**src/rtl/alu_pkg.sv**
```systemverilog
// Shared ALU types: funct3-encoded opcode enum and the request bundle
// that is routed from the winning requester to the shared ALU.
package alu_pkg;

  localparam int unsigned XLEN = 32;

  typedef enum logic [2:0] {
    ALU_ADD  = 3'd0,
    ALU_SLL  = 3'd1,
    ALU_SLT  = 3'd2,
    ALU_SLTU = 3'd3,
    ALU_XOR  = 3'd4,
    ALU_SR   = 3'd5,
    ALU_OR   = 3'd6,
    ALU_AND  = 3'd7
  } alu_op_t;

  typedef struct packed {
    logic [XLEN-1:0] a;
    logic [XLEN-1:0] b;
    alu_op_t         op;
    logic            rev;
  } alu_req_t;

endpackage

```
**src/rtl/alu.sv**
```systemverilog
// Purely combinational 32-bit integer ALU; rev selects sub for add and
// arithmetic shift for the right-shift opcode.
module alu
  import alu_pkg::*;
(
  input  logic [XLEN-1:0] a,
  input  logic [XLEN-1:0] b,
  input  alu_op_t         op,
  input  logic            rev,
  output logic [XLEN-1:0] y
);

  logic [4:0] shamt;

  assign shamt = b[4:0];

  always_comb begin
    y = '0;
    unique case (op)
      ALU_ADD:  y = rev ? (a - b) : (a + b);
      ALU_SLL:  y = a << shamt;
      ALU_SLT:  y = {{(XLEN-1){1'b0}}, ($signed(a) < $signed(b))};
      ALU_SLTU: y = {{(XLEN-1){1'b0}}, (a < b)};
      ALU_XOR:  y = a ^ b;
      ALU_SR:   y = rev ? $unsigned($signed(a) >>> shamt) : (a >> shamt);
      ALU_OR:   y = a | b;
      ALU_AND:  y = a & b;
      default:  y = '0;
    endcase
  end

endmodule

```
**src/rtl/rr_arb2.sv**
```systemverilog
// Two-way arbiter: round-robin with a one-bit priority pointer, or fixed
// priority (port 0 wins ties) when FAIR is 0.
module rr_arb2 #(
  parameter int unsigned FAIR      = 1,
  parameter int unsigned INIT_PRIO = 0
) (
  input  logic       clk,
  input  logic       reset,
  input  logic [1:0] elig,
  output logic [1:0] win
);

  localparam logic INIT_BIT = (INIT_PRIO != 0);
  localparam logic FAIR_BIT = (FAIR != 0);

  logic prio;

  always_comb begin
    win = elig;
    if (elig == 2'b11) begin
      win = (FAIR_BIT && prio) ? 2'b10 : 2'b01;
    end
  end

  // Pointer hands priority to the port that did not just win.
  always_ff @(posedge clk) begin
    if (reset) begin
      prio <= INIT_BIT;
    end else if (FAIR_BIT && (win != 2'b00)) begin
      prio <= win[0];
    end
  end

endmodule

```
**src/rtl/alu_arbiter.sv**
```systemverilog
// Shares one ALU between two valid/ready requesters; each port owns a
// one-entry result buffer loaded the edge its request is accepted.
module alu_arbiter
  import alu_pkg::*;
#(
  parameter int unsigned FAIR      = 1,
  parameter int unsigned INIT_PRIO = 0
) (
  input  logic            clk,
  input  logic            reset,

  input  logic            r0_valid,
  output logic            r0_ready,
  input  logic [XLEN-1:0] r0_a,
  input  logic [XLEN-1:0] r0_b,
  input  logic [2:0]      r0_op,
  input  logic            r0_rev,
  output logic            r0_resp_valid,
  input  logic            r0_resp_ready,
  output logic [XLEN-1:0] r0_result,

  input  logic            r1_valid,
  output logic            r1_ready,
  input  logic [XLEN-1:0] r1_a,
  input  logic [XLEN-1:0] r1_b,
  input  logic [2:0]      r1_op,
  input  logic            r1_rev,
  output logic            r1_resp_valid,
  input  logic            r1_resp_ready,
  output logic [XLEN-1:0] r1_result,

  output logic [1:0]      grant
);

  alu_req_t        req0;
  alu_req_t        req1;
  alu_req_t        sel;
  logic [1:0]      elig;
  logic [1:0]      win;
  logic            full0;
  logic            full1;
  logic [XLEN-1:0] alu_y;

  always_comb begin
    req0.a   = r0_a;
    req0.b   = r0_b;
    req0.op  = alu_op_t'(r0_op);
    req0.rev = r0_rev;
    req1.a   = r1_a;
    req1.b   = r1_b;
    req1.op  = alu_op_t'(r1_op);
    req1.rev = r1_rev;
  end

  // Buffers read as empty during reset so ready reflects the post-reset view.
  assign full0   = r0_resp_valid & ~reset;
  assign full1   = r1_resp_valid & ~reset;
  assign elig[0] = r0_valid & (~full0 | r0_resp_ready);
  assign elig[1] = r1_valid & (~full1 | r1_resp_ready);

  rr_arb2 #(
    .FAIR      (FAIR),
    .INIT_PRIO (INIT_PRIO)
  ) u_arb (
    .clk   (clk),
    .reset (reset),
    .elig  (elig),
    .win   (win)
  );

  assign r0_ready = win[0];
  assign r1_ready = win[1];
  assign sel      = win[1] ? req1 : req0;

  alu u_alu (
    .a   (sel.a),
    .b   (sel.b),
    .op  (sel.op),
    .rev (sel.rev),
    .y   (alu_y)
  );

  always_ff @(posedge clk) begin
    if (reset) begin
      r0_resp_valid <= 1'b0;
      r0_result     <= '0;
      r1_resp_valid <= 1'b0;
      r1_result     <= '0;
      grant         <= 2'b00;
    end else begin
      grant <= win;
      if (win[0]) begin
        r0_result     <= alu_y;
        r0_resp_valid <= 1'b1;
      end else if (r0_resp_ready && r0_resp_valid) begin
        r0_resp_valid <= 1'b0;
      end
      if (win[1]) begin
        r1_result     <= alu_y;
        r1_resp_valid <= 1'b1;
      end else if (r1_resp_ready && r1_resp_valid) begin
        r1_resp_valid <= 1'b0;
      end
    end
  end

endmodule

```
**config.mk**
```make
export PLATFORM = sky130hd
export DESIGN_NAME = alu_arbiter
export DESIGN_NICKNAME = d
export VERILOG_FILES = /design/src/rtl/alu_pkg.sv /design/src/rtl/alu.sv /design/src/rtl/rr_arb2.sv /design/src/rtl/alu_arbiter.sv
export SDC_FILE = /design/constraint.sdc
export NUM_CORES = 1
export LEC_CHECK = 0
export CORE_ASPECT_RATIO = 1.25
export CORE_MARGIN = 4
export CORE_UTILIZATION = 45
export CTS_BUF_LIST = sky130_fd_sc_hd__clkbuf_8
export DETAILED_ROUTE_END_ITERATION = 10
export PLACE_DENSITY = 0.78
export SKIP_CTS_REPAIR_TIMING = 1
export SLEW_MARGIN = 20
export SYNTH_ARGS = -nofsm -noshare
export SYNTH_HDL_FRONTEND = slang
export SYNTH_SLANG_ARGS = --single-unit
```
**constraint.sdc**
```tcl
create_clock -name clk -period 7.4 [get_ports clk]
set_clock_uncertainty 0.15 [all_clocks]
set_input_delay 1.11 -clock clk [delete_from_list [all_inputs] [get_ports clk]]
set_output_delay 1.11 -clock clk [all_outputs]
set_load 0.03 [all_outputs]
```
==> results of run 1 <==
-- routing by layer --
layer | wire [um] | share of wire | global-route usage | vias up
met5 | 13 | 0.00019 | 0 | -
met4 | 4860 | 0.070 | 0.204 | 2
met3 | 6540 | 0.093 | 0.0461 | 232
met2 | 31800 | 0.45 | 0.617 | 1196
met1 | 26700 | 0.38 | 0.481 | 8150
li1 | - | - | - | 7630
-- Yosys cell counts, types with 17 or more instances --
cell type / count / area share
buf_1: 24 / 0.0063
a211oi_1: 95 / 0.050
a21o_1: 19 / 0.010
nand2_1: 283 / 0.074
ha_1: 94 / 0.082
nor2b_1: 29 / 0.013
inv_1: 91 / 0.024
mux2i_1: 172 / 0.12
a21oi_1: 154 / 0.054
nor3_1: 40 / 0.014
buf_2: 47 / 0.016
xnor2_1: 24 / 0.015
nand3_1: 31 / 0.011
a31oi_1: 23 / 0.010
o21ai_0: 118 / 0.041
clkbuf_1: 84 / 0.022
nand2b_1: 17 / 0.0074
o211ai_1: 22 / 0.012
dfxtp_1: 69 / 0.096
nor2_1: 206 / 0.054
mux4_2: 33 / 0.052
mux2_2: 54 / 0.042
-- layout make-up --
class,instances,share of cell area
Clock inverter,7,0.00410
Inverter,96,0.0218
Clock buffer,9,0.00738
Multi-Input combinational cell,1695,0.708
Timing Repair Buffer,256,0.146
Tap cell,407,0.0303
Sequential cell,69,0.0823
-- critical path, stage by stage --
cell and delay [ns]:
clkdlybuf4s50_1 0.44, or3b_4 0.43, o211ai_4 0.26, buf_4 0.45, buf_4 0.44, mux2i_4 0.34, inv_1 0.10, ha_1 0.26
nor2_1 0.12, a221oi_1 0.11, o41ai_1 0.65, buf_4 0.27, a31oi_1 0.20, o21ai_0 0.45, o211a_1 0.27, mux2i_1 0.09
xor2_1 0.17, a211oi_1 0.38, a211oi_1 0.13
-- kinds of logic (layout without fill, tap and decap cells) --
| group | Yosys count | count (layout) |
|---|---|---|
| adders and majority gates | 96 | 96 |
| xor gates and xnor gates | 32 | 32 |
| buffers and inverters | 261 | 368 |
| DFF | 69 | 69 |
| and+or+nand+nor | 698 | 698 |
| AOI/OAI and AO/OA | 605 | 605 |
| muxes | 264 | 264 |
-- per-stage QoR --
step                hold slack [ns]  cell area [um2]  std cells  setup WS [ns]
global placement              0.295            16600       2523          0.802
CTS                           0.314            16800       2539           1.02
detailed placement            0.302            16600       2523          0.651
floorplan                     0.304            14300       2025          0.938
finish                        0.310            16800       2539          0.754
global route                  0.327            16800       2539          0.709
-- report_power, final --
group	switching, W	total, W	internal, W	leakage, nW
combinational	0.00119	0.00186	0.000665	6.27
clock	0.000164	0.000297	0.000133	0.101
sequential	0.0000198	0.000428	0.000408	0.569
-- sequential cells by signal, summed over array words and instances (netlist names) --
register / cells
r0_result: 32
r1_result: 32
grant: 2
r0_resp_valid: 1
r1_resp_valid: 1
u_arb.prio: 1
-- cell usage in the layout, fill, tap and decap left out, types with 8 or more instances in the layout --
cell type,synthesis,final
o31a_1,9,9
o22ai_1,14,14
nand2_1,283,283
a21oi_1,154,154
a31oi_1,23,23
a311oi_1,9,9
o311ai_0,10,9
a221oi_1,12,12
or3_1,12,12
nand4_1,9,9
o21bai_1,15,15
mux4_2,33,33
and3_1,9,9
clkdlybuf4s50_1,0,206
mux2i_1,172,167
nor2_1,206,206
inv_1,91,91
clkbuf_8,0,9
o221ai_1,12,12
nor4_1,12,12
o31ai_1,9,9
xor2_1,8,8
dfxtp_1,69,69
nand3_1,31,31
o2111ai_1,8,8
nand3b_1,15,15
o211ai_1,22,22
ha_1,94,94
or2_2,8,8
a21o_1,19,19
nor3_1,40,40
mux2_2,54,54
buf_4,8,43
nor2b_1,29,29
a211oi_1,95,95
nand2b_1,17,17
xnor2_1,24,24
o21ai_0,118,118
-- worst paths after layout --
kind                                    from                         end  slack [ns]
setup / recovery               r1_resp_ready  r0_result[26]$_SDFFE_PP0P_        0.75
hold / removal    r1_result[19]$_SDFFE_PP0N_  r1_result[19]$_SDFFE_PP0N_        0.31
setup reg to reg  r1_resp_valid$_SDFFE_PP0P_  r0_result[26]$_SDFFE_PP0P_        1.57
hold reg to reg   r1_result[19]$_SDFFE_PP0N_  r1_result[19]$_SDFFE_PP0N_        0.31
==> impl_metrics.csv, run 1 <==
group,metric,value,unit
power_and_ir_drop,ir_worst_vdd,0.130,mV
synth,synth_fa_ha_area_frac,0.0849,
synth,netlist_area,14300,um2
sta,period_needed,6.65,ns
cells_and_area,area.growth.synth_to_final,17.3,%
power_and_ir_drop,p_total,0.00258,W
cells_and_area,utilization,0.539,
global_routing,grt_max_degree,110,
drt,num_vias,17200,
critical_path,worstSetupPathType,"input port to flip-flop",
clock_network,ctsHtreeMaxLevel,3,
critical_path,required,7.46,ns
sta,fin_crit_sh,0.898,
clock_network,clk_latency,0.35,ns
synth,synth_xor_area_frac,0.0196,
place,numPortBuffers,211,
drt,drcViolationCount,0,
die,die_h,207,um
drt,viasPerCell,6.78,
global_routing,grt-ovfl-total,0,
synth,synthCells,2025,
sta,setup_tns,0,ns
synth,syn_nets,2263,
drt,drtIter0Drc,2208,
sta,tightest_slew,1.18,ns
clock_network,cts_tree,"done",
drt,post_drt_wl_per_cell,27.5,um
synth,synth_compound_area_frac,0.284,
cells_and_area,antenna_cells,0,
sta,hold_viol,0,
synth,synth_ff_type,"dfxtp_1",
sta,setup_violations,0,
clock_network,clkTransAtPathRegs,0.08,ns
drt,dr.pass1.iters,9,
power_and_ir_drop,power_density,154,nW/um2
sta,fmax,150,MHz
critical_path,cp_max_fo,32,
die,die-area,34800,um2
synth,synth-seq-area-share,0.0965,
place,hpwl,54.9,mm
global_routing,grt_pass1_vias,15900,
synth,ys_ff_latch,69,
clock_network,cts_root_buffer,"clkbuf_8",
power_and_ir_drop,cellLeakagePower,6.94,nW
die,io_pins,212,
die,fp.dieW,168,um
hold_path,hp-class,"flip-flop to flip-flop",
synth,avgSynthCellArea,7.07,um2
global_routing,track_usage,0.377,
sta,slew_headroom,0.199,
die,initial_core_util,0.459,
cells_and_area,ff_latch_area,1380,um2
status,outcome,"finished, final reports clean",
global_routing,grt_pass1_wl,102,mm
cells_and_area,multi_input_area,11900,um2
synth,synth_cell_types,89,
critical_path,r2r_cells,18,
cells_and_area,drive_above_1_share,0.0924,
sta,rsz0062_at_grt,"no",
synth,synthSimpleGateAreaFrac,0.219,
critical_path,worstSetupEndpointType,"flip-flop",
sta,maxSlewViolCount,0,
clock_network,clockBufferDepth,2,
clock_network,clkSinkCount,69,
cells_and_area,nNetsFinal,2365,
synth,muxShareOfSynthArea,0.220,
hold_path,worstHoldPathCells,2,
synth,ys_warn_count,0,
synth,async_reset_ff_frac,0,
critical_path,arrival,6.71,ns
synth,synth_top_family_by_area,"compound AO/OA/AOI/OAI gates",
cells_and_area,n_fill_cell,3101,
die,core-area,31200,um2
critical_path,start_kind,"input port",
drt,final_antenna_net_count,0,
place,routabilityCongestion,1.07,
drt,routed_wl,69.9,mm
global_routing,antenna_found_initial,1,
run,maxCapViolCount,0,
die,rows,72,
synth,synth_edf_count,0,
clock_network,cts_buffers,9,
(Power assumes the default switching activity.)
==> inputs of run 2 (changes only) <==
--- a/config.mk
+++ b/config.mk
@@ -11,6 +11,7 @@
 export CTS_BUF_LIST = sky130_fd_sc_hd__clkbuf_8
 export DETAILED_ROUTE_END_ITERATION = 10
 export PLACE_DENSITY = 0.78
+export SETUP_SLACK_MARGIN = 0.02
 export SKIP_CTS_REPAIR_TIMING = 1
 export SLEW_MARGIN = 20
 export SYNTH_ARGS = -nofsm -noshare
==> constraint.sdc (replaced) <==
create_clock -name clk -period 6.9 [get_ports clk]
set_clock_uncertainty 0.15 [all_clocks]
set_input_delay 1.035 -clock clk [delete_from_list [all_inputs] [get_ports clk]]
set_output_delay 1.035 -clock clk [all_outputs]
set_load 0.03 [all_outputs]
==> impl_metrics.csv, run 2 (same netlist as run 1, synthesis figures left out) <==
group,metric,value,unit
status,outcome,"finished, final reports clean",
place,routabilityCongestion,1.08,
cells_and_area,antenna_cells,0,
power_and_ir_drop,ir_worst_vdd,0.161,mV
critical_path,path_cells,"clkdlybuf4s50_1 -> or3b_4 -> o211ai_4 -> buf_12 -> buf_4 -> mux2i_1 -> ha_1 -> a21o_1 -> a21oi_1 -> nor2b_1 -> o21ai_0 -> nor3_1 -> a221oi_1 -> o21ai_0 -> nor3_1 -> a311oi_1",
drt,dr.pass1.iters,6,
place,numPortBuffers,211,
clock_network,ctsHtreeMaxLevel,3,
hold_path,holdPathEnd,"r1_result[19]$_SDFFE_PP0N_",
sta,slew_headroom,0.327,
cells_and_area,layoutNonFillerInstCount,2553,
sta,maxSlewViolCount,0,
drt,wl_met3,5.92,mm
cells_and_area,utilization,0.544,
drt,top_layer,"met4",
drt,drtIter0Drc,1839,
drt,post_drt_wl_per_cell,28.2,um
global_routing,grt-ovfl-total,0,
die,initial_core_util,0.459,
cells_and_area,layout_commonest_cell,"nand2_1",
cells_and_area,reg_top3,"r0_result x32, r1_result x32, grant x2",
drt,wl_met1,27.2,mm
clock_network,clk_latency,0.35,ns
critical_path,start_kind,"input port",
hold_path,worstHoldPathCells,2,
critical_path,r2r_cells,15,
die,core-area,31200,um2
clock_network,cts_tree,"done",
global_routing,grt_max_degree,83,
cells_and_area,n_fill_cell,3067,
drt,wl_met2,33.7,mm
cells_and_area,area.growth.synth_to_final,18.3,%
drt,routed_wl,72.1,mm
sta,finalHoldWorstSlack,0.307,ns
global_routing,antenna_found_initial,0,
critical_path,r2r-start,"r1_resp_valid$_SDFFE_PP0P_",
sta,setup_violations,0,
sta,period_needed,6.02,ns
die,die_h,207,um
drt,num_vias,17100,
power_and_ir_drop,cellLeakagePower,7.03,nW
clock_network,clkTransAtPathRegs,0.09,ns
clock_network,cts_root_buffer,"clkbuf_8",
critical_path,arrival,6.08,ns
sta,fin_crit_sh,0.872,
sta,setup_tns,0,ns
hold_path,hold_start,"r1_result[19]$_SDFFE_PP0N_",
critical_path,r2r-end,"r1_result[30]$_SDFFE_PP0N_",
drt,drcViolationCount,0,
critical_path,worstSetupPathType,"input port to flip-flop",
sta,hold_viol,0,
cells_and_area,drive_above_1_share,0.0983,
die,io_pins,212,
drt,final_antenna_net_count,0,
sta,fmax,166,MHz
run,maxCapViolCount,0,
die,die-area,34800,um2
die,fp.dieW,168,um
clock_network,clockBufferDepth,2,
sta,rsz0062_at_grt,"no",
critical_path,worstSetupEndpointType,"flip-flop",
place,place_inst,2537,
place,hpwl,57.7,mm
power_and_ir_drop,power_density,167,nW/um2
critical_path,required,6.96,ns
critical_path,reg2reg_setup_slack,1.65,ns
global_routing,grt_pass1_wl,105,mm
global_routing,track_usage,0.390,
cells_and_area,nNetsFinal,2379,
critical_path,critPathMaxStageDelay,0.61,ns
critical_path,cp_max_fo,36,
critical_path,slowest_stage,"nor3_1",
drt,viasPerCell,6.72,
hold_path,hp-class,"flip-flop to flip-flop",
sta,tightest_slew,0.995,ns
die,rows,72,
clock_network,clkSinkCount,69,
clock_network,cts_buffers,9,
global_routing,grt_pass1_vias,16100,
cells_and_area,mostFrequentLayoutCells,"283 x nand2_1, 206 x nor2_1, 206 x clkdlybuf4s50_1",
run 2: final cells by class:
| cell class | instances | area (um2) | area share |
|---|---|---|---|
| clock inverter | 7 | 78.8 | 0.00465 |
| timing repair buffer | 270 | 2590 | 0.153 |
| multi-input combinational | 1695 | 11900 | 0.702 |
| inverter | 96 | 365 | 0.0216 |
| clock buffer | 9 | 124 | 0.00731 |
| tap | 407 | 509 | 0.0301 |
| sequential | 69 | 1380 | 0.0815 |
run 2: power breakdown:
part           internal (W)  switching [W]  total [W]
Clock              0.000171       0.000168   0.000340
Sequential         0.000437      0.0000218   0.000459
Combinational      0.000730        0.00130    0.00203
Total               0.00134        0.00149    0.00283
run 2: worst max-delay path by stage:
stage / end / slack, ns / depth (start not counted) / startpoint
6_report: r1_result[30]$_SDFFE_PP0N_ / 0.88 / 16 / r1_resp_ready
4_1_cts: r0_result[0]$_SDFFE_PP0P_ / 1.01 / 20 / r1_resp_ready
3_3_place_gp: r0_result[30]$_SDFFE_PP0P_ / 0.68 / 16 / r0_valid
2_1_floorplan: r1_result[0]$_SDFFE_PP0N_ / 0.51 / 25 / reset
3_5_place_dp: r1_result[30]$_SDFFE_PP0N_ / 0.64 / 17 / r1_resp_ready
5_1_grt: r0_result[23]$_SDFFE_PP0P_ / 0.66 / 20 / r1_resp_ready
run 2: worst max-delay path, delay by kind of cell:
family	cells	cell delay [ns]
buffers and inverters	3	1.15
AND/OR/NAND/NOR	4	1.18
AO/OA/AOI/OAI	7	1.84
adder cells (fa/ha/maj)	1	0.33
multiplexers	1	0.50
run 2: layer usage:
layer,up-vias,GRT usage
li1,7666,-
met1,8195,0.476
met2,1061,0.656
met3,223,0.0474
met4,0,0.231
met5,-,0
run 2: stage by stage:
step / instance area [um2] / power, W / setup WS, ns
final: 16900 / 0.00283 / 0.884
after global routing: 16900 / 0.00295 / 0.657
after CTS: 16900 / 0.00278 / 1.01
after detailed placement: 16700 / 0.00243 / 0.644
after global placement: 16700 / 0.00243 / 0.681
after floorplan: 14300 / 0.00169 / 0.513
